## src/rtl/fios_job_scheduler_if.sv

```systemverilog
// Operand/result RAM and multiplier-side signals of the FIOS job scheduler.
// master = scheduler, slave = RAMs, requesters and multiplier.
interface fios_job_scheduler_if #(
    parameter int s     = 8,
    parameter int PE_NB = 8,
    parameter int N_REQ = 2
);
    localparam int CW = (N_REQ > 1) ? $clog2(N_REQ) : 1;
    localparam int WW = (s > 1) ? $clog2(s) : 1;

    logic [N_REQ-1:0]    req_i;
    logic [N_REQ-1:0]    grant_o;
    logic [N_REQ-1:0]    done_o;
    logic                err_o;
    logic [CW+WW-1:0]    op_raddr_o;
    logic                a_rd_o;
    logic                b_rd_o;
    logic                p_rd_o;
    logic [16:0]         op_rdata_a_i;
    logic [16:0]         op_rdata_b_i;
    logic [16:0]         op_rdata_p_i;
    logic                mm_start_o;
    logic [PE_NB*17-1:0] mm_a_o;
    logic                mm_a_shift_i;
    logic                mm_b_fetch_i;
    logic                mm_p_fetch_i;
    logic [16:0]         mm_b_o;
    logic [16:0]         mm_p_o;
    logic                mm_RES_push_i;
    logic [16:0]         mm_RES_i;
    logic                mm_done_i;
    logic                res_we_o;
    logic [CW+WW-1:0]    res_waddr_o;
    logic [16:0]         res_wdata_o;

    modport master (
        input  req_i, op_rdata_a_i, op_rdata_b_i, op_rdata_p_i,
        input  mm_a_shift_i, mm_b_fetch_i, mm_p_fetch_i,
        input  mm_RES_push_i, mm_RES_i, mm_done_i,
        output grant_o, done_o, err_o, op_raddr_o, a_rd_o, b_rd_o, p_rd_o,
        output mm_start_o, mm_a_o, mm_b_o, mm_p_o,
        output res_we_o, res_waddr_o, res_wdata_o
    );

    modport slave (
        output req_i, op_rdata_a_i, op_rdata_b_i, op_rdata_p_i,
        output mm_a_shift_i, mm_b_fetch_i, mm_p_fetch_i,
        output mm_RES_push_i, mm_RES_i, mm_done_i,
        input  grant_o, done_o, err_o, op_raddr_o, a_rd_o, b_rd_o, p_rd_o,
        input  mm_start_o, mm_a_o, mm_b_o, mm_p_o,
        input  res_we_o, res_waddr_o, res_wdata_o
    );
endinterface

```

## src/rtl/fios_job_scheduler.sv

```systemverilog
// Round-robin job scheduler sharing one FIOS Montgomery multiplier among
// N_REQ requesters: loads the a window, serves b/p fetches, writes results.
module fios_job_scheduler #(
    parameter int s     = 8,
    parameter int PE_NB = 8,
    parameter int N_REQ = 2
) (
    input logic clock_i,
    input logic reset_n_i,
    fios_job_scheduler_if.master bus
);
    localparam int CW   = (N_REQ > 1) ? $clog2(N_REQ) : 1;
    localparam int WW   = (s > 1) ? $clog2(s) : 1;
    localparam int LW   = WW + 1;
    localparam int NW   = (s + PE_NB - 1) / PE_NB;
    localparam int WINW = (NW > 1) ? $clog2(NW) : 1;
    localparam int RCW  = $clog2(s + 2);

    typedef enum logic [2:0] {IDLE, LOAD_A, START, RUN, DONE} state_t;

    state_t           state;
    logic [CW-1:0]    client;
    logic [CW-1:0]    rr_ptr;
    logic [N_REQ-1:0] grant_q;
    logic [N_REQ-1:0] done_q;
    logic             err_q;
    logic             start_q;
    logic [LW-1:0]    lcnt;
    logic [WINW-1:0]  win;
    logic [WW-1:0]    bcnt;
    logic [WW-1:0]    pcnt;
    logic [RCW-1:0]   rcnt;
    logic [16:0]      a_buf [s];

    logic             arb_hit;
    logic [CW-1:0]    arb_sel;
    logic             a_rd;
    logic             b_rd;
    logic             p_rd;
    logic             res_we;
    logic [WW-1:0]    raddr_word;
    logic [WW-1:0]    cap_idx;
    logic [WW-1:0]    bcnt_nxt;
    logic [WW-1:0]    pcnt_nxt;
    logic [RCW:0]     rcnt_fin;
    logic [PE_NB*17-1:0] mm_a;

    always_comb begin
        arb_hit = 1'b0;
        arb_sel = '0;
        for (int unsigned i = 0; i < N_REQ; i++) begin
            if (!arb_hit && bus.req_i[CW'((32'(rr_ptr) + i) % N_REQ)]) begin
                arb_hit = 1'b1;
                arb_sel = CW'((32'(rr_ptr) + i) % N_REQ);
            end
        end
    end

    assign a_rd     = (state == LOAD_A) && (lcnt < LW'(s));
    assign b_rd     = (state == RUN) && bus.mm_b_fetch_i;
    assign p_rd     = (state == RUN) && bus.mm_p_fetch_i;
    assign res_we   = (state == RUN) && bus.mm_RES_push_i && (rcnt < RCW'(s));
    assign cap_idx  = WW'(lcnt - 1'b1);
    assign bcnt_nxt = (bcnt == WW'(s - 1)) ? '0 : bcnt + 1'b1;
    assign pcnt_nxt = (pcnt == WW'(s - 1)) ? '0 : pcnt + 1'b1;
    // Final count includes a push landing in the same cycle as mm_done_i.
    assign rcnt_fin = {1'b0, rcnt} + {{RCW{1'b0}}, bus.mm_RES_push_i};

    always_comb begin
        raddr_word = '0;
        if (a_rd)
            raddr_word = WW'(lcnt);
        else if (b_rd)
            raddr_word = bcnt;
        else if (p_rd)
            raddr_word = pcnt;
    end

    always_comb begin
        mm_a = '0;
        for (int unsigned k = 0; k < PE_NB; k++) begin
            if ((k + PE_NB * 32'(win)) < s)
                mm_a[17*k +: 17] = a_buf[WW'(k + PE_NB * 32'(win))];
        end
    end

    always_ff @(posedge clock_i or negedge reset_n_i) begin
        if (!reset_n_i) begin
            state   <= IDLE;
            client  <= '0;
            rr_ptr  <= '0;
            grant_q <= '0;
            done_q  <= '0;
            err_q   <= 1'b0;
            start_q <= 1'b0;
            lcnt    <= '0;
            win     <= '0;
            bcnt    <= '0;
            pcnt    <= '0;
            rcnt    <= '0;
            for (int unsigned w = 0; w < s; w++)
                a_buf[w] <= '0;
        end else begin
            case (state)
                IDLE: begin
                    if (arb_hit) begin
                        client  <= arb_sel;
                        grant_q <= N_REQ'(1) << arb_sel;
                        lcnt    <= '0;
                        state   <= LOAD_A;
                    end
                end
                LOAD_A: begin
                    // RAM data lags the strobe by one cycle, so capture trails the read address.
                    if (lcnt != '0)
                        a_buf[cap_idx] <= bus.op_rdata_a_i;
                    if (lcnt == LW'(s)) begin
                        win     <= '0;
                        start_q <= 1'b1;
                        state   <= START;
                    end else begin
                        lcnt <= lcnt + 1'b1;
                    end
                end
                START: begin
                    start_q <= 1'b0;
                    bcnt    <= '0;
                    pcnt    <= '0;
                    rcnt    <= '0;
                    state   <= RUN;
                end
                RUN: begin
                    if (bus.mm_a_shift_i && (win != WINW'(NW - 1)))
                        win <= win + 1'b1;
                    if (bus.mm_b_fetch_i)
                        bcnt <= bcnt_nxt;
                    if (bus.mm_p_fetch_i)
                        pcnt <= pcnt_nxt;
                    if (bus.mm_b_fetch_i && bus.mm_p_fetch_i && (bcnt != pcnt))
                        err_q <= 1'b1;
                    if (bus.mm_RES_push_i && (rcnt <= RCW'(s)))
                        rcnt <= rcnt + 1'b1;
                    if (bus.mm_done_i) begin
                        if (rcnt_fin != (RCW+1)'(s))
                            err_q <= 1'b1;
                        grant_q <= '0;
                        done_q  <= N_REQ'(1) << client;
                        state   <= DONE;
                    end
                end
                DONE: begin
                    done_q <= '0;
                    rr_ptr <= (client == CW'(N_REQ - 1)) ? '0 : client + 1'b1;
                    state  <= IDLE;
                end
                default: state <= IDLE;
            endcase
        end
    end

    assign bus.grant_o     = grant_q;
    assign bus.done_o      = done_q;
    assign bus.err_o       = err_q;
    assign bus.a_rd_o      = a_rd;
    assign bus.b_rd_o      = b_rd;
    assign bus.p_rd_o      = p_rd;
    assign bus.op_raddr_o  = {client, raddr_word};
    assign bus.mm_start_o  = start_q;
    assign bus.mm_a_o      = mm_a;
    assign bus.mm_b_o      = bus.op_rdata_b_i;
    assign bus.mm_p_o      = bus.op_rdata_p_i;
    assign bus.res_we_o    = res_we;
    assign bus.res_waddr_o = {client, WW'(rcnt)};
    assign bus.res_wdata_o = res_we ? bus.mm_RES_i : '0;
endmodule

```

## src/flat_wrapper.sv

```systemverilog
// flat-port wrapper written by rule: the top's interface ports become plain ports
module fios_job_scheduler_flat 
#(
    parameter int s     = 8,
    parameter int PE_NB = 8,
    parameter int N_REQ = 2
)
  (clock_i, reset_n_i, bus_req_i, bus_op_rdata_a_i, bus_op_rdata_b_i, bus_op_rdata_p_i, bus_mm_a_shift_i, bus_mm_b_fetch_i, bus_mm_p_fetch_i, bus_mm_RES_push_i, bus_mm_RES_i, bus_mm_done_i, bus_grant_o, bus_done_o, bus_err_o, bus_op_raddr_o, bus_a_rd_o, bus_b_rd_o, bus_p_rd_o, bus_mm_start_o, bus_mm_a_o, bus_mm_b_o, bus_mm_p_o, bus_res_we_o, bus_res_waddr_o, bus_res_wdata_o);
  fios_job_scheduler_if #(.s(s), .PE_NB(PE_NB), .N_REQ(N_REQ)) bus_i ();
  input logic clock_i;
  input logic reset_n_i;
  input wire logic [$bits(bus_i.req_i)-1:0] bus_req_i;
  input wire logic [$bits(bus_i.op_rdata_a_i)-1:0] bus_op_rdata_a_i;
  input wire logic [$bits(bus_i.op_rdata_b_i)-1:0] bus_op_rdata_b_i;
  input wire logic [$bits(bus_i.op_rdata_p_i)-1:0] bus_op_rdata_p_i;
  input wire logic [$bits(bus_i.mm_a_shift_i)-1:0] bus_mm_a_shift_i;
  input wire logic [$bits(bus_i.mm_b_fetch_i)-1:0] bus_mm_b_fetch_i;
  input wire logic [$bits(bus_i.mm_p_fetch_i)-1:0] bus_mm_p_fetch_i;
  input wire logic [$bits(bus_i.mm_RES_push_i)-1:0] bus_mm_RES_push_i;
  input wire logic [$bits(bus_i.mm_RES_i)-1:0] bus_mm_RES_i;
  input wire logic [$bits(bus_i.mm_done_i)-1:0] bus_mm_done_i;
  output wire logic [$bits(bus_i.grant_o)-1:0] bus_grant_o;
  output wire logic [$bits(bus_i.done_o)-1:0] bus_done_o;
  output wire logic [$bits(bus_i.err_o)-1:0] bus_err_o;
  output wire logic [$bits(bus_i.op_raddr_o)-1:0] bus_op_raddr_o;
  output wire logic [$bits(bus_i.a_rd_o)-1:0] bus_a_rd_o;
  output wire logic [$bits(bus_i.b_rd_o)-1:0] bus_b_rd_o;
  output wire logic [$bits(bus_i.p_rd_o)-1:0] bus_p_rd_o;
  output wire logic [$bits(bus_i.mm_start_o)-1:0] bus_mm_start_o;
  output wire logic [$bits(bus_i.mm_a_o)-1:0] bus_mm_a_o;
  output wire logic [$bits(bus_i.mm_b_o)-1:0] bus_mm_b_o;
  output wire logic [$bits(bus_i.mm_p_o)-1:0] bus_mm_p_o;
  output wire logic [$bits(bus_i.res_we_o)-1:0] bus_res_we_o;
  output wire logic [$bits(bus_i.res_waddr_o)-1:0] bus_res_waddr_o;
  output wire logic [$bits(bus_i.res_wdata_o)-1:0] bus_res_wdata_o;
  assign bus_i.req_i = bus_req_i;
  assign bus_i.op_rdata_a_i = bus_op_rdata_a_i;
  assign bus_i.op_rdata_b_i = bus_op_rdata_b_i;
  assign bus_i.op_rdata_p_i = bus_op_rdata_p_i;
  assign bus_i.mm_a_shift_i = bus_mm_a_shift_i;
  assign bus_i.mm_b_fetch_i = bus_mm_b_fetch_i;
  assign bus_i.mm_p_fetch_i = bus_mm_p_fetch_i;
  assign bus_i.mm_RES_push_i = bus_mm_RES_push_i;
  assign bus_i.mm_RES_i = bus_mm_RES_i;
  assign bus_i.mm_done_i = bus_mm_done_i;
  assign bus_grant_o = bus_i.grant_o;
  assign bus_done_o = bus_i.done_o;
  assign bus_err_o = bus_i.err_o;
  assign bus_op_raddr_o = bus_i.op_raddr_o;
  assign bus_a_rd_o = bus_i.a_rd_o;
  assign bus_b_rd_o = bus_i.b_rd_o;
  assign bus_p_rd_o = bus_i.p_rd_o;
  assign bus_mm_start_o = bus_i.mm_start_o;
  assign bus_mm_a_o = bus_i.mm_a_o;
  assign bus_mm_b_o = bus_i.mm_b_o;
  assign bus_mm_p_o = bus_i.mm_p_o;
  assign bus_res_we_o = bus_i.res_we_o;
  assign bus_res_waddr_o = bus_i.res_waddr_o;
  assign bus_res_wdata_o = bus_i.res_wdata_o;
  fios_job_scheduler #(.s(s), .PE_NB(PE_NB), .N_REQ(N_REQ)) u_core (.clock_i(clock_i), .reset_n_i(reset_n_i), .bus(bus_i));
endmodule
```

## config.mk

```make
export PLATFORM = sky130hd
export DESIGN_NAME = fios_job_scheduler_flat
export DESIGN_NICKNAME = d
export VERILOG_FILES = /design/src/rtl/fios_job_scheduler_if.sv /design/src/rtl/fios_job_scheduler.sv /design/src/flat_wrapper.sv
export SDC_FILE = /design/constraint.sdc
export NUM_CORES = 1
export LEC_CHECK = 0
export CAP_MARGIN = 20
export CELL_PAD_IN_SITES_DETAIL_PLACEMENT = 1
export CELL_PAD_IN_SITES_GLOBAL_PLACEMENT = 1
export CORE_MARGIN = 4
export CORE_UTILIZATION = 35
export DETAILED_ROUTE_END_ITERATION = 10
export PLACE_DENSITY = 0.82
export SLEW_MARGIN = 0
export SYNTH_ARGS = -nofsm -noshare
export SYNTH_HDL_FRONTEND = slang
export SYNTH_SLANG_ARGS = --single-unit
```

## constraint.sdc

```tcl
create_clock -name clock_i -period 3.6 [get_ports clock_i]
set_input_delay 0.54 -clock clock_i [delete_from_list [all_inputs] [get_ports clock_i]]
set_output_delay 0.54 -clock clock_i [all_outputs]
set_load 0.1 [all_outputs]
```

# After elaboration in Yosys (flattened, before gate mapping)
# Index checks and enable logic that the tools add are counted.
dict set report totals {
  register_bits 162
  input_bits 77
  output_inout_bits 205
  word_cells 189
}
dict set report classes {
  add_sub_neg 16
  n_lt_le_gt_ge 22
  n_eq_ne 17
  shift 2
  mux 73
  n_bitwise 8
  n_reduce_logical 31
}
# op count
set op_table {}
lappend op_table {{2-to-1 mux 17 bit} 24}
lappend op_table {{binary-select mux 17 bit (select 3 bit)} 7}
lappend op_table {{< comparator 32 x 4 -> 1 bit (second input constant)} 7}
lappend op_table {{bitwise mux 136 bit} 1}
lappend op_table {{demux 17 bit (select 3 bit)} 1}
lappend op_table {{>= comparator 4 bit (second input constant)} 8}
lappend op_table {{inverter 3 -> 4 bit} 8}
lappend op_table {{2-to-1 mux 3 bit} 10}
lappend op_table {{adder 3 x 4 -> 5 bit (first input constant)} 4}
lappend op_table {{one-hot mux 4 bit (2 select lines)} 2}
lappend op_table {{2-to-1 mux 1 bit} 15}
lappend op_table {{inequality test 2 bit (second input constant)} 7}
lappend op_table {{AND reduction 2 bit} 7}
lappend op_table {{< comparator 4 bit (second input constant)} 3}
lappend op_table {{2-to-1 mux 4 bit} 3}
lappend op_table {{one-hot mux 3 bit (2 select lines)} 2}
lappend op_table {{one-hot mux 3 bit (4 select lines)} 1}
lappend op_table {{AND reduction 3 bit} 4}
lappend op_table {{nonzero test 2 bit} 6}
lappend op_table {{logical AND 1 bit} 11}
lappend op_table {{adder 2 x 4 -> 5 bit (first input constant)} 2}
lappend op_table {{equality test 3 bit (second input constant)} 3}
lappend op_table {{adder 4 x 1 -> 4 bit (second input constant)} 2}
lappend op_table {{one-hot mux 2 bit (2 select lines)} 2}
lappend op_table {{other kinds (20)} 29}

# Depth between registers and ports, before layout
# Gate-level depths: netlist (run 1).
dict set report logic_depth {
  depth_word 9
  depth_mapped 9
  ltp_nobuf 5
}

# Worst setup path after synthesis (run 1)
# No wires, ideal clock.
dict set report synth_path {
  kind {register -> output}
  startpoint {register u_core.state[2]}
  endpoint {output bus_op_raddr_o[0]}
  t_arrival_ns 4.258
  required_time_ns 3.060
  path_slack_ns -1.198
  stages_incl_launch_ff 5
  path_buffers 1
  cell_sequence {dfrtp_1 -> clkbuf_1 -> nor2b_1 -> nor3b_1 -> a221o_1}
}
dict set report synth_between {
  word_cells_on_any_way 8
  classes_between {eq/ne: 2; mux: 3; reduce/logical: 3}
}
# element line
set synth_lines {}
lappend synth_lines {{from (decl)} fios_job_scheduler.sv:21} ;# state_t state;
lappend synth_lines {{from (signal assigned)} fios_job_scheduler.sv:89} ;# state <= IDLE;
lappend synth_lines {{from (signal assigned)} fios_job_scheduler.sv:110} ;# state <= LOAD_A;
lappend synth_lines {{from (signal assigned)} fios_job_scheduler.sv:120} ;# state <= START;
lappend synth_lines {{equality test 3 x 1 -> 1 bit} fios_job_scheduler.sv:59} ;# assign a_rd = (state == LOAD_A) && (lcnt < LW'(s));
lappend synth_lines {{logical AND 1 bit} fios_job_scheduler.sv:59}
lappend synth_lines {{via bus_a_rd_o} flat_wrapper.sv:26} ;# output wire logic [$bits(bus_i.a_rd_o)-1:0] bus_a_rd_o;
lappend synth_lines {{2-to-1 mux 3 bit} fios_job_scheduler.sv:71} ;# if (a_rd)
lappend synth_lines {{to (decl)} flat_wrapper.sv:25} ;# output wire logic [$bits(bus_i.op_raddr_o)-1:0] bus_op_raddr_o;
# The timed path passes the listed nets, and every way through them passes these cells.

# Final worst setup path (run 1)
dict set report layout_path {
  startpoint {register u_core.state[1]}
  endpoint {output bus_op_raddr_o[0]}
}
dict set report layout_between {
  elab_chain_cells 5
  word_cells_on_any_way 8
  classes_between {eq/ne: 2; mux: 3; reduce/logical: 3}
}
# element line
set layout_lines {}
lappend layout_lines {{equality test 3 x 2 -> 1 bit} {fios_job_scheduler.sv:60, fios_job_scheduler.sv:61}}
lappend layout_lines {{logical AND 1 bit} fios_job_scheduler.sv:61} ;# assign p_rd = (state == RUN) && bus.mm_p_fetch_i;
lappend layout_lines {{2-to-1 mux 3 bit} fios_job_scheduler.sv:75} ;# else if (p_rd)
lappend layout_lines {{2-to-1 mux 3 bit} fios_job_scheduler.sv:73} ;# else if (b_rd)
lappend layout_lines {{2-to-1 mux 3 bit *} fios_job_scheduler.sv:71}
# Mark *: on every way between the ends. The rest lies on a longest branch, timed or not.

==> results.txt, run 1 <==
* Worst Path Max Fanout: 29
- Counting every sink on the clock net gives 162.
- Setup repair after global routing missed its margin: false
- The clock arrives with about 0.013 ns of skew.
- Row generation in the floorplan step produced 55 rows.
- The initial antenna violation count was 0.
- Ratio of final minimum period to clock period: 85.5%
- The final count of pins violating max slew was 0.
- Of all cell types, the one taking the most synthesized area is sky130_fd_sc_hd__dfrtp_1.
* Global-route wire length before repair: about 35000 um
- The synthesized design contains 0 enable-type register cells.
- Accumulated negative setup slack: 0 ns
- For the pin with the worst max-slew slack, the measured transition is slightly above 1 ns.
- After clock tree synthesis, the repair step resized 0 gates.
* Cell Count Post-Placement: 1098
- H-Tree Level Count: 4
- Timing analysis after detailed placement gives a worst setup slack of 0.875 ns.
* Number of hold violations in the final report: 0
* Post-route insts no fill: about 1100
- Number of storage elements in the synthesis netlist: 162
* Cell types occupying the most area after synthesis: sky130_fd_sc_hd__dfrtp_1 (51%), sky130_fd_sc_hd__mux2_2 (20%), sky130_fd_sc_hd__nor2b_1 (11%)
- Run status: complete, no violations
- CTS placed an instance of sky130_fd_sc_hd__clkbuf_16 at the clock tree root.
- Synth cell types: 52
- Entering global routing, the biggest net connects 87 pins.
- Maximum operating frequency: approximately 0.32 GHz
- Routed wirelength normalized by instance count: 19.5 um
- Number of nets in the final layout: 919
* Clock Pin Slew Worst Setup and Hold Paths: 0.07 ns
* Placeable core region: between 0.02 and 0.025 sq mm
- Post-synth top area share: between 50% and 60%
- Synthesis produced a netlist with a net count of 749.
* Relative max-transition margin: ~32%
- Tmin final: ~3.1 ns
- Main flop type after synthesis: sky130_fd_sc_hd__dfrtp_1
- During placement, the flow inserted port buffers numbering 213.
- CTS tree: yes
- Setup violations remaining at the end of the flow were counted as 0.
- Highest-count cells in the layout ignoring fill and taps: sky130_fd_sc_hd__dfrtp_1 (161), sky130_fd_sc_hd__buf_4 (154), sky130_fd_sc_hd__nor2b_1 (140), sky130_fd_sc_hd__mux2_2 (139), sky130_fd_sc_hd__clkdlybuf4s50_1 (52)
- The tool flagged a number of max-cap violations equal to 0.
- Die outline area: around 0.025 sq mm
- Synthesis produced between 600 and 700 cells.
- The detailed router finished its first iteration with ~200 violations.
- Die Width: 159 um
* Data arrival time of the critical path: 2.54 ns
- Die Height: roughly 160 um
* Overall global routing resource usage: around 17%
- Via density per instance: between 4 and 5
- Final core area utilization: 47.2%
- DR vias: ~5600
- Sequential cells were found to cover 50.5% of the synthesized design area.
- Routability-driven placement finished with a final weighted congestion of about 0.76.
* Per-instance average area after synthesis: 12.1 sq um
- In the post-route analysis, the smallest setup slack over all paths is 0.522 ns.
- Once the clock tree was built, the setup fixing pass inserted 0 buffers.
- Fraction of layout instances using a drive strength above 1: between 40 and 50%
* Share of flip-flops with an asynchronous set or reset: between 90% and 100%
- For this configuration, the core starts out at a cell density of between 30% and 40%.
* Number of buffers inserted for hold repair after clock tree synthesis: 0
- Crit Path Category: reg -> out
- Clock buffer depth: 2
- The number of antenna diodes in the final layout is 0.
- Post-DP HPWL: 15700 um
- In this run the count of I/O pins placed on the die edge is 282.
* WP data required: between 3 and 4 ns
- The worst setup path is launched from a flop.
* Via count of the first global-routing pass: a little over 6000
- Aggregate routed wire length: 22000 um
- Yosys printed 0 warnings.
- Routed Antenna Nets: 0
- Hold Path Class: in -> async
* Insertion delay of the later-clocked pin in the worst-skew pair: ~0.43 ns
* Number of optimization iterations in the first detailed-route pass: 4
- Buffers inserted during clock tree synthesis total 17.
- The worst setup path is captured at an output pin.
- GRT Residual Overflow: 0
* Commonest non-fill, non-tap cell in the layout: sky130_fd_sc_hd__dfrtp_1
- Compared with the post-synthesis result, the final layout area differs by 32.8%.
* DRC violation count after routing: 0
- Syn Std Cell Area: approximately 0.008 sq mm
==> stage by stage <==
step	area (sq um)	hold WS, ns
after floorplan	8040	0.244
after global placement	10000	0.479
after detailed placement	10000	0.486
after CTS	10700	0.210
after global routing	10700	0.229
final	10700	0.180
==> per-layer routing <==
layer  wire, um  up-vias  global-route usage (%)
met3       1330       20                    5.57
met5          0        -                       0
met1       9670     2797                    22.0
met4        352        0                    5.01
li1           -     2567                       -
met2      10700      172                    29.0
==> final timing paths <==
kind                       slack, ns              start                end  depth (start not counted)
max                             0.52    u_core.state[1]  bus_op_raddr_o[0]                          4
min                             0.18          reset_n_i   u_core.a_buf[81]                          1
max reg2reg                     0.92     u_core.lcnt[0]   u_core.a_buf[96]                          6
min reg2reg                     0.50  u_core.a_buf[117]  u_core.a_buf[117]                          1
max in group asynchronous       2.56          reset_n_i   u_core.a_buf[23]                          2
min in group clock_i            0.50  u_core.a_buf[117]  u_core.a_buf[117]                          1
==> sequential cells by signal, summed over array words and instances (netlist names) <==
signal	flops
u_core.a_buf	136
u_core.bcnt	3
u_core.win	1
u_core.bus.grant_o	2
u_core.state	3
u_core.bus.done_o	2
u_core.rr_ptr	1
u_core.bus.mm_start_o	1
u_core.client	1
u_core.lcnt	4
u_core.pcnt	3
u_core.rcnt	4
u_core.bus.err_o	1
==> kinds of logic (layout without fill, tap and decap cells) <==
group,Yosys count,after routing,synth area share [%]
AOI/OAI and AO/OA,43,43,4.10
buffers and inverters,83,266,6.14
DFF,162,162,50.5
xor gates and xnor gates,5,5,0.546
muxes,141,141,19.8
adders and majority gates,10,10,1.56
and+or+nand+nor,218,218,17.4
==> cell usage after synthesis (2+ instances only) <==
library cell	count
sky130_fd_sc_hd__dfrtp_1	162
sky130_fd_sc_hd__nor2b_1	140
sky130_fd_sc_hd__mux2_2	139
sky130_fd_sc_hd__buf_4	40
sky130_fd_sc_hd__clkbuf_1	26
sky130_fd_sc_hd__and2_1	17
sky130_fd_sc_hd__nand2_1	12
sky130_fd_sc_hd__ha_1	10
sky130_fd_sc_hd__a21oi_1	9
sky130_fd_sc_hd__buf_2	7
sky130_fd_sc_hd__inv_1	7
sky130_fd_sc_hd__nor3_1	7
sky130_fd_sc_hd__o21ai_0	7
sky130_fd_sc_hd__a22o_1	6
sky130_fd_sc_hd__nand2b_1	6
sky130_fd_sc_hd__nor2_1	6
sky130_fd_sc_hd__and4b_1	4
sky130_fd_sc_hd__xor2_1	4
sky130_fd_sc_hd__a221o_1	3
sky130_fd_sc_hd__and3b_1	3
sky130_fd_sc_hd__buf_6	3
sky130_fd_sc_hd__nand3_1	3
sky130_fd_sc_hd__nand4b_1	3
sky130_fd_sc_hd__nor3b_1	3
sky130_fd_sc_hd__or3b_2	3
sky130_fd_sc_hd__a31o_2	2
sky130_fd_sc_hd__mux2i_1	2
sky130_fd_sc_hd__nand3b_1	2
sky130_fd_sc_hd__o211ai_2	2
sky130_fd_sc_hd__o22ai_1	2
==> worst max-delay path, cell delays in order (launching register included) <==
cell                      delay, ns
sky130_fd_sc_hd__dfrtp_1       0.93
sky130_fd_sc_hd__and4b_1       0.49
sky130_fd_sc_hd__nor3b_1       0.24
sky130_fd_sc_hd__a221o_1       0.16
sky130_fd_sc_hd__buf_4         0.29
==> area by class of cell <==
class | count | area [sq um]
clock inverters | 15 | 196
well taps | 285 | 357
multi-input cells | 417 | 3500
fillers | 2388 | 11900
clock buffers | 17 | 425
inverters | 7 | 26.3
repair buffers | 227 | 2090
flip-flops and latches | 162 | 4060
Power of run 1 is left out: the tool's default activity adds up to more than one toggle a clock period on the data nets, which glitch-free logic cannot reach.
==> run 2: changes to the inputs <==
--- a/config.mk
+++ b/config.mk
@@ -12,6 +12,8 @@
 export CORE_UTILIZATION = 35
 export DETAILED_ROUTE_END_ITERATION = 10
 export PLACE_DENSITY = 0.82
+export REMOVE_ABC_BUFFERS = 1
+export SETUP_SLACK_MARGIN = 0.02
 export SLEW_MARGIN = 0
 export SYNTH_ARGS = -nofsm -noshare
 export SYNTH_HDL_FRONTEND = slang
==> results.txt, run 2 (synthesis gave the netlist of run 1 again) <==
- The via count of the first global-routing pass came to 6148 (+1.3%).
- Port Buffers: 213 (unchanged)
- Final cell area excluding filler cells: 0.0106 sq mm (-0.48%)
- Tmin final: 3.08 ns (+0.00128 ns)
- Minimum setup slack among reg-to-reg paths: 1.08 ns (+0.16 ns)
* Number of hold violations in the final report: 0 (unchanged)
* Die Width: 159 um (unchanged)
* Routed wirelength normalized by instance count: 19.9 um (+2.3%)
- The worst-case clock skew came to 0.0143 ns (+0.00172 ns).
- The number of buffers added for setup after CTS is 0 (unchanged).
* Met2 track utilization from global routing: 28.2% (-0.82 points)
- The root buffer cell chosen for the clock tree is sky130_fd_sc_hd__clkbuf_16.
- The data required time at the worst endpoint is 3.06 ns (about the same).
- The largest registers in the layout are u_core.a_buf (136), u_core.lcnt (4), u_core.rcnt (4).
* Place WS: 0.716 ns (-0.159 ns)
- DRC violation count after routing: 0 (unchanged)
* Iteration-0 DRC Markers: 237 (+18%)
* GRT Residual Overflow: 0 (unchanged)
- Number of optimization iterations in the first detailed-route pass: 4 (unchanged)
* Initial cell density of the core: 35.6% (unchanged)
- Post-route worst setup slack: 0.520 ns (-0.00128 ns)
- Crit Path Category: reg -> out
* Area growth from synthesis to layout: 32.1%
- Worst reg2reg path startpoint: u_core.lcnt[0]
- Highest-count cells in the layout ignoring fill and taps: sky130_fd_sc_hd__dfrtp_1 (161), sky130_fd_sc_hd__buf_4 (157), sky130_fd_sc_hd__nor2b_1 (140), sky130_fd_sc_hd__mux2_2 (139), sky130_fd_sc_hd__clkdlybuf4s50_1 (52)
- Ratio of final minimum period to clock period: 85.5% (about the same)
* Largest reg by FF count: u_core.a_buf
- Number of buffers inserted for hold repair after clock tree synthesis: 0 (unchanged)
- The max capacitance violation total came to 0 (unchanged).
- Io pins: 282 (unchanged)
* Total CTS buffers: 17 (unchanged)
* DR vias: 5623 (+1.2%)
* Worst setup path endpoint: bus_res_wdata_o[0]
- The final weighted congestion in routability-driven placement is 0.756 (-0.30%).
- The count of instances resized after the clock tree is built is 0 (unchanged).
- The initial antenna violation count was 0 (unchanged).
* Final core area utilization: 47.0% (-0.23 points)
- The met3 demand-to-capacity share in global routing is 6.94% (+1.4 points).
- CTS tree: yes
* Peak-usage layer in the global routing report: met2
* Run status: complete, no violations
- The worst setup path is launched from a flop.
* Met1 capacity usage during global routing: 23.1% (+1.2 points)
- Slew of the pin with the lowest slew margin: 0.995 ns (-0.0221 ns)
- Clock Pin Slew Worst Setup and Hold Paths: 0.07 ns (about the same)
* Routed Antenna Nets: 0 (unchanged)
* Via density per instance: 4.97 (+1.0%)
- Number of nets in the final layout: 921 (+0.22%)
- The die extent in y came to 159 um (unchanged).
- Commonest non-fill, non-tap cell in the layout: sky130_fd_sc_hd__dfrtp_1
- The most critical setup path has its startpoint at u_core.state[0].
- # setup viols final: 0 (unchanged)
- Worst Hold Margin: 0.106 ns (-0.0744 ns)
* Data arrival time of the critical path: 2.54 ns (about the same)
- Die outline area: 0.0254 sq mm (unchanged)
* Capturing point of the worst reg2reg path: u_core.a_buf[40]
* Aggregate routed wire length: 22500 um (+2.5%)
* H-Tree Level Count: 4 (unchanged)
* Max FFs per register: 136 (unchanged)
- The layout cell share with drive strength beyond 1 is 42.9% (-0.10 points).
* Fill count: 2363 (-1.0%)
- The total global routing track utilization is 17.6% (+0.12 points).
- # rows: 55 (unchanged)
* Hold Path Class: in -> async
- Antenna diodes: 0 (unchanged)
* Maximum operating frequency: 0.325 GHz (about the same)
- Number of slew-limit violations in the final report: 0 (unchanged)
- Relative max-transition margin: 33.5% (+1.5 points)
* Maximum number of pins on one net before global-route repair: 93 (+6.9%)
* R2r worst-path depth: 7 (+1)
- The post-DP HPWL was 16000 um (+1.8%).
- Setup repair after global routing left no endpoint under its margin.
- Clock buffer depth: 2 (unchanged)
* Clock net sink count: 162 (unchanged)
- Insertion delay of the later-clocked pin in the worst-skew pair: 0.42 ns (about the same)
- Worst Path Max Fanout: 18 (-38%)
- Placed Instance Area: 0.0100 sq mm (about the same)
* Crit end category: output pin
- The placeable core area was 0.0226 sq mm (unchanged).
* Global-route wire length before repair: 35700 um (+1.4%)
==> run 2: changes by cell type in the layout (fill, tap and decap cells not counted), sizes merged <==
cell | previous run | this run
buf | 175 | 177
clkinvlp | 1 | 2
clkinv | 8 | 6
clkbuf | 17 | 18
==> run 2: routing by layer <==
metal / part of all wire (%) / up-vias
met3: 7.5 / 10
met4: 0.64 / 0
met5: 0 / -
li1: - / 2576
met2: 47 / 213
met1: 45 / 2824
==> run 2: critical path, stage by stage (launching register included) <==
cell                       delay, ns
sky130_fd_sc_hd__dfrtp_1        0.62
sky130_fd_sc_hd__buf_4          0.26
sky130_fd_sc_hd__nand4b_1       0.14
sky130_fd_sc_hd__nor2_1         0.62
sky130_fd_sc_hd__and2_1         0.28
sky130_fd_sc_hd__buf_12         0.19
==> run 2: worst min-delay path by stage <==
stage / from / end / depth (start not counted)
floorplan: reset_n_i / u_core.a_buf[0] / 0
global placement: u_core.a_buf[100] / u_core.a_buf[100] / 1
detailed placement: u_core.bus.err_o / u_core.bus.err_o / 2
CTS: reset_n_i / u_core.a_buf[93] / 1
global route: reset_n_i / u_core.a_buf[93] / 1
finish: reset_n_i / u_core.a_buf[93] / 1
==> run 2: final cells by class <==
cell class	count	area (sq um)	area share [%]
multi-input cells	417	3490	32.9
clock buffers	18	429	4.05
flip-flops and latches	162	4060	38.3
clock inverters	14	150	1.42
repair buffers	229	2090	19.7
inverters	7	26.3	0.248
well taps	285	357	3.36
==> run 2: per-stage QoR <==
stage / setup TNS, ns / std cells
floorplan: -80.86 / 586
global placement: 0 / 1100
detailed placement: 0 / 1100
CTS: 0 / 1132
global route: 0 / 1132
finish: 0 / 1132
Power of run 2 is left out for the same reason.
==> run 3: changes to the inputs <==
--- a/config.mk
+++ b/config.mk
@@ -9,9 +9,10 @@
 export CELL_PAD_IN_SITES_DETAIL_PLACEMENT = 1
 export CELL_PAD_IN_SITES_GLOBAL_PLACEMENT = 1
 export CORE_MARGIN = 4
-export CORE_UTILIZATION = 35
+export CORE_UTILIZATION = 40
 export DETAILED_ROUTE_END_ITERATION = 10
-export PLACE_DENSITY = 0.82
+export DONT_BUFFER_PORTS = 1
+export PLACE_DENSITY = 0.69
 export REMOVE_ABC_BUFFERS = 1
 export SETUP_SLACK_MARGIN = 0.02
 export SLEW_MARGIN = 0
==> constraint.sdc (replaced) <==
create_clock -name clock_i -period 4 [get_ports clock_i]
set_input_delay 0.6 -clock clock_i [delete_from_list [all_inputs] [get_ports clock_i]]
set_output_delay 0.6 -clock clock_i [all_outputs]
set_load 0.1 [all_outputs]
==> results.txt, run 3 (synthesis gave the netlist of run 1 again) <==
- The run finished, with violations left.
* Failing checks: negative hold slack
- Final cell area excluding filler cells: 0.00982 sq mm (-7.4%)
- The pin count of the biggest net entering global routing was 163 (+75%).
- The depth of the CTS H-tree was 4 (unchanged).
- The clock latency of the later-clocked register in the worst-skew pair came to 0.42 ns (about the same).
- Setup repair after global routing missed its margin: false
* Accumulated negative setup slack: 0 ns (unchanged)
- Crit Path Category: reg -> out
- The initial antenna violation count is 0 (unchanged).
- Die Height: 150 um (-6.1%)
* Setup Buffers After CTS: 0 (unchanged)
* Via count of the first global-routing pass: 5849 (-4.9%)
- Commonest non-fill, non-tap cell in the layout: sky130_fd_sc_hd__dfrtp_1
* DRC violation count after routing: 0 (unchanged)
- WP data required: 3.40 ns (+0.34 ns)
- The instance area at placement came to 0.00925 sq mm (-7.7%).
- The count of nets after finishing came to 822 (-11%).
- Io pins: 282 (unchanged)
* Number of hold violations in the final report: 162 (+162)
* Port Buffers: 0 (-100%)
- Highest-count cells in the layout ignoring fill and taps: sky130_fd_sc_hd__dfrtp_1 (160), sky130_fd_sc_hd__mux2_2 (139), sky130_fd_sc_hd__nor2b_2 (136), sky130_fd_sc_hd__buf_4 (129), sky130_fd_sc_hd__clkbuf_16 (18)
- The total congestion overflow is 0 (unchanged).
* Relative max-transition margin: 22.1% (-11 points)
- Placeable core region: 0.0196 sq mm (-13%)
- Last weighted congestion value of the routability-driven placer: 0.787 (+4.1%)
- Global-route wire length before repair: 35400 um (-0.95%)
- Fraction of layout instances using a drive strength above 1: 60.8% (+18 points)
- Routed wirelength normalized by instance count: 23.0 um (+15%)
- STA classifies the critical path startpoint as a flop.
* Aggregate routed wire length: 23300 um (+3.3%)
- Die Width: 150 um (-6.1%)
* Top flop regs: u_core.a_buf (136), u_core.lcnt (4), u_core.rcnt (4)
- The count of instances resized after the clock tree is built was 0 (unchanged).
- Antenna diodes: 0 (unchanged)
- The final setup violation count was 0 (unchanged).
- Worst Path Max Fanout: 61 (+43)
- The final count of pins violating max slew was 0 (unchanged).
- Setup clock skew after layout: 0.0116 ns (-0.00275 ns)
- The final core utilization was 50.1% (+3.2 points).
- The sink count of the clock tree came to 162 (unchanged).
- The number of detailed-route iterations in the first pass was 4 (unchanged).
- The number of routed nets with antenna violations is 0 (unchanged).
- The floorplan row count came to 51 (-7.3%).
- Largest reg by FF count: u_core.a_buf
* Total CTS buffers: 17 (unchanged)
* Post-DP HPWL: 16300 um (+1.7%)
- The flip-flop count of the largest register after layout is 136 (unchanged).
- The cell sitting at the root of the clock tree is a sky130_fd_sc_hd__clkbuf_16.
- Via density per instance: 5.17 (+4.0%)
- Tmin final: around 3.2 ns
* Area growth from synthesis to layout: 22.4%
- Clock buffer depth: 2 (unchanged)
- Initial cell density of the core: 41.0% (+5.4 points)
- Place WS: 1.09 ns (+0.372 ns)
- The data arrival time of the critical path is 2.62 ns (+0.08 ns).
- The floorplan die area was 0.0224 sq mm (-12%).
- Maximum operating frequency: between 0.3 and 0.4 GHz
* Hold Path Class: in -> async
- Post-route worst setup slack: 0.777 ns (+0.257 ns)
* Iteration-0 DRC Markers: 245 (+3.4%)
- The slew at the pin with the worst max-slew slack came to 1.16 ns (+0.168 ns).
* DR vias: 5235 (-6.9%)
- STA classifies the critical path endpoint as an output pin.
- Max-cap viol count: 0 (unchanged)
- The final hold slack was -0.130 ns (-0.236 ns).
- Clock Pin Slew Worst Setup and Hold Paths: 0.07 ns (about the same)
- Dividing the final minimum period by the clock period gives 80.6%.
* Overall global routing resource usage: 20.7% (+3.1 points)
- CTS tree: yes
==> run 3: changes by cell type in the layout (fill, tap and decap cells not counted), moves of 2 or more <==
cell and change:
sky130_fd_sc_hd__nor2b_1 -136, sky130_fd_sc_hd__nor2b_2 +136, sky130_fd_sc_hd__clkdlybuf4s50_1 -52, sky130_fd_sc_hd__buf_4 -28
sky130_fd_sc_hd__buf_12 -19, sky130_fd_sc_hd__clkinvlp_4 +2
==> run 3: layout make-up <==
cell class | count | area, sq um
Tap cell | 265 | 332
Inverter | 7 | 26.3
Multi-Input combinational cell | 417 | 3840
Sequential cell | 162 | 4060
Clock buffer | 19 | 443
Fill cell | 2010 | 9770
Clock inverter | 13 | 129
Timing Repair Buffer | 130 | 993
==> run 3: worst paths after layout <==
check                      cells past startpoint                 from  slack, ns                 to
setup / recovery                               3           u_core.win       0.78     bus_mm_a_o[48]
hold / removal                                 0            reset_n_i      -0.13  u_core.a_buf[134]
setup reg to reg                               6       u_core.lcnt[0]       1.06   u_core.a_buf[11]
hold reg to reg                                1    u_core.a_buf[127]       0.50  u_core.a_buf[127]
max in group asynchronous                      0            reset_n_i       3.91   u_core.a_buf[92]
min in group clock_i                           1  bus_op_rdata_a_i[6]       0.33   u_core.a_buf[91]
==> run 3: critical path: stages (launching register included) <==
cell and delay, ns:
sky130_fd_sc_hd__dfrtp_4 0.90, sky130_fd_sc_hd__buf_4 0.86, sky130_fd_sc_hd__nor2b_2 0.13, sky130_fd_sc_hd__buf_4 0.28
==> run 3: per-layer routing <==
layer,part of all wire [%],up-vias,track usage (%)
li1,-,2365,-
met1,42,2687,26.2
met3,8.5,12,7.96
met2,49,171,33.9
met4,0.83,0,4.39
met5,0,-,0
==> run 3: stage by stage <==
stage / instances / hold slack [ns]
6_report: 1013 / -0.130
5_1_grt: 1013 / -0.158
4_1_cts: 1013 / -0.152
3_5_place_dp: 981 / 0.309
2_1_floorplan: 586 / 0.304
3_3_place_gp: 981 / 0.309
Power of run 3 is left out for the same reason.
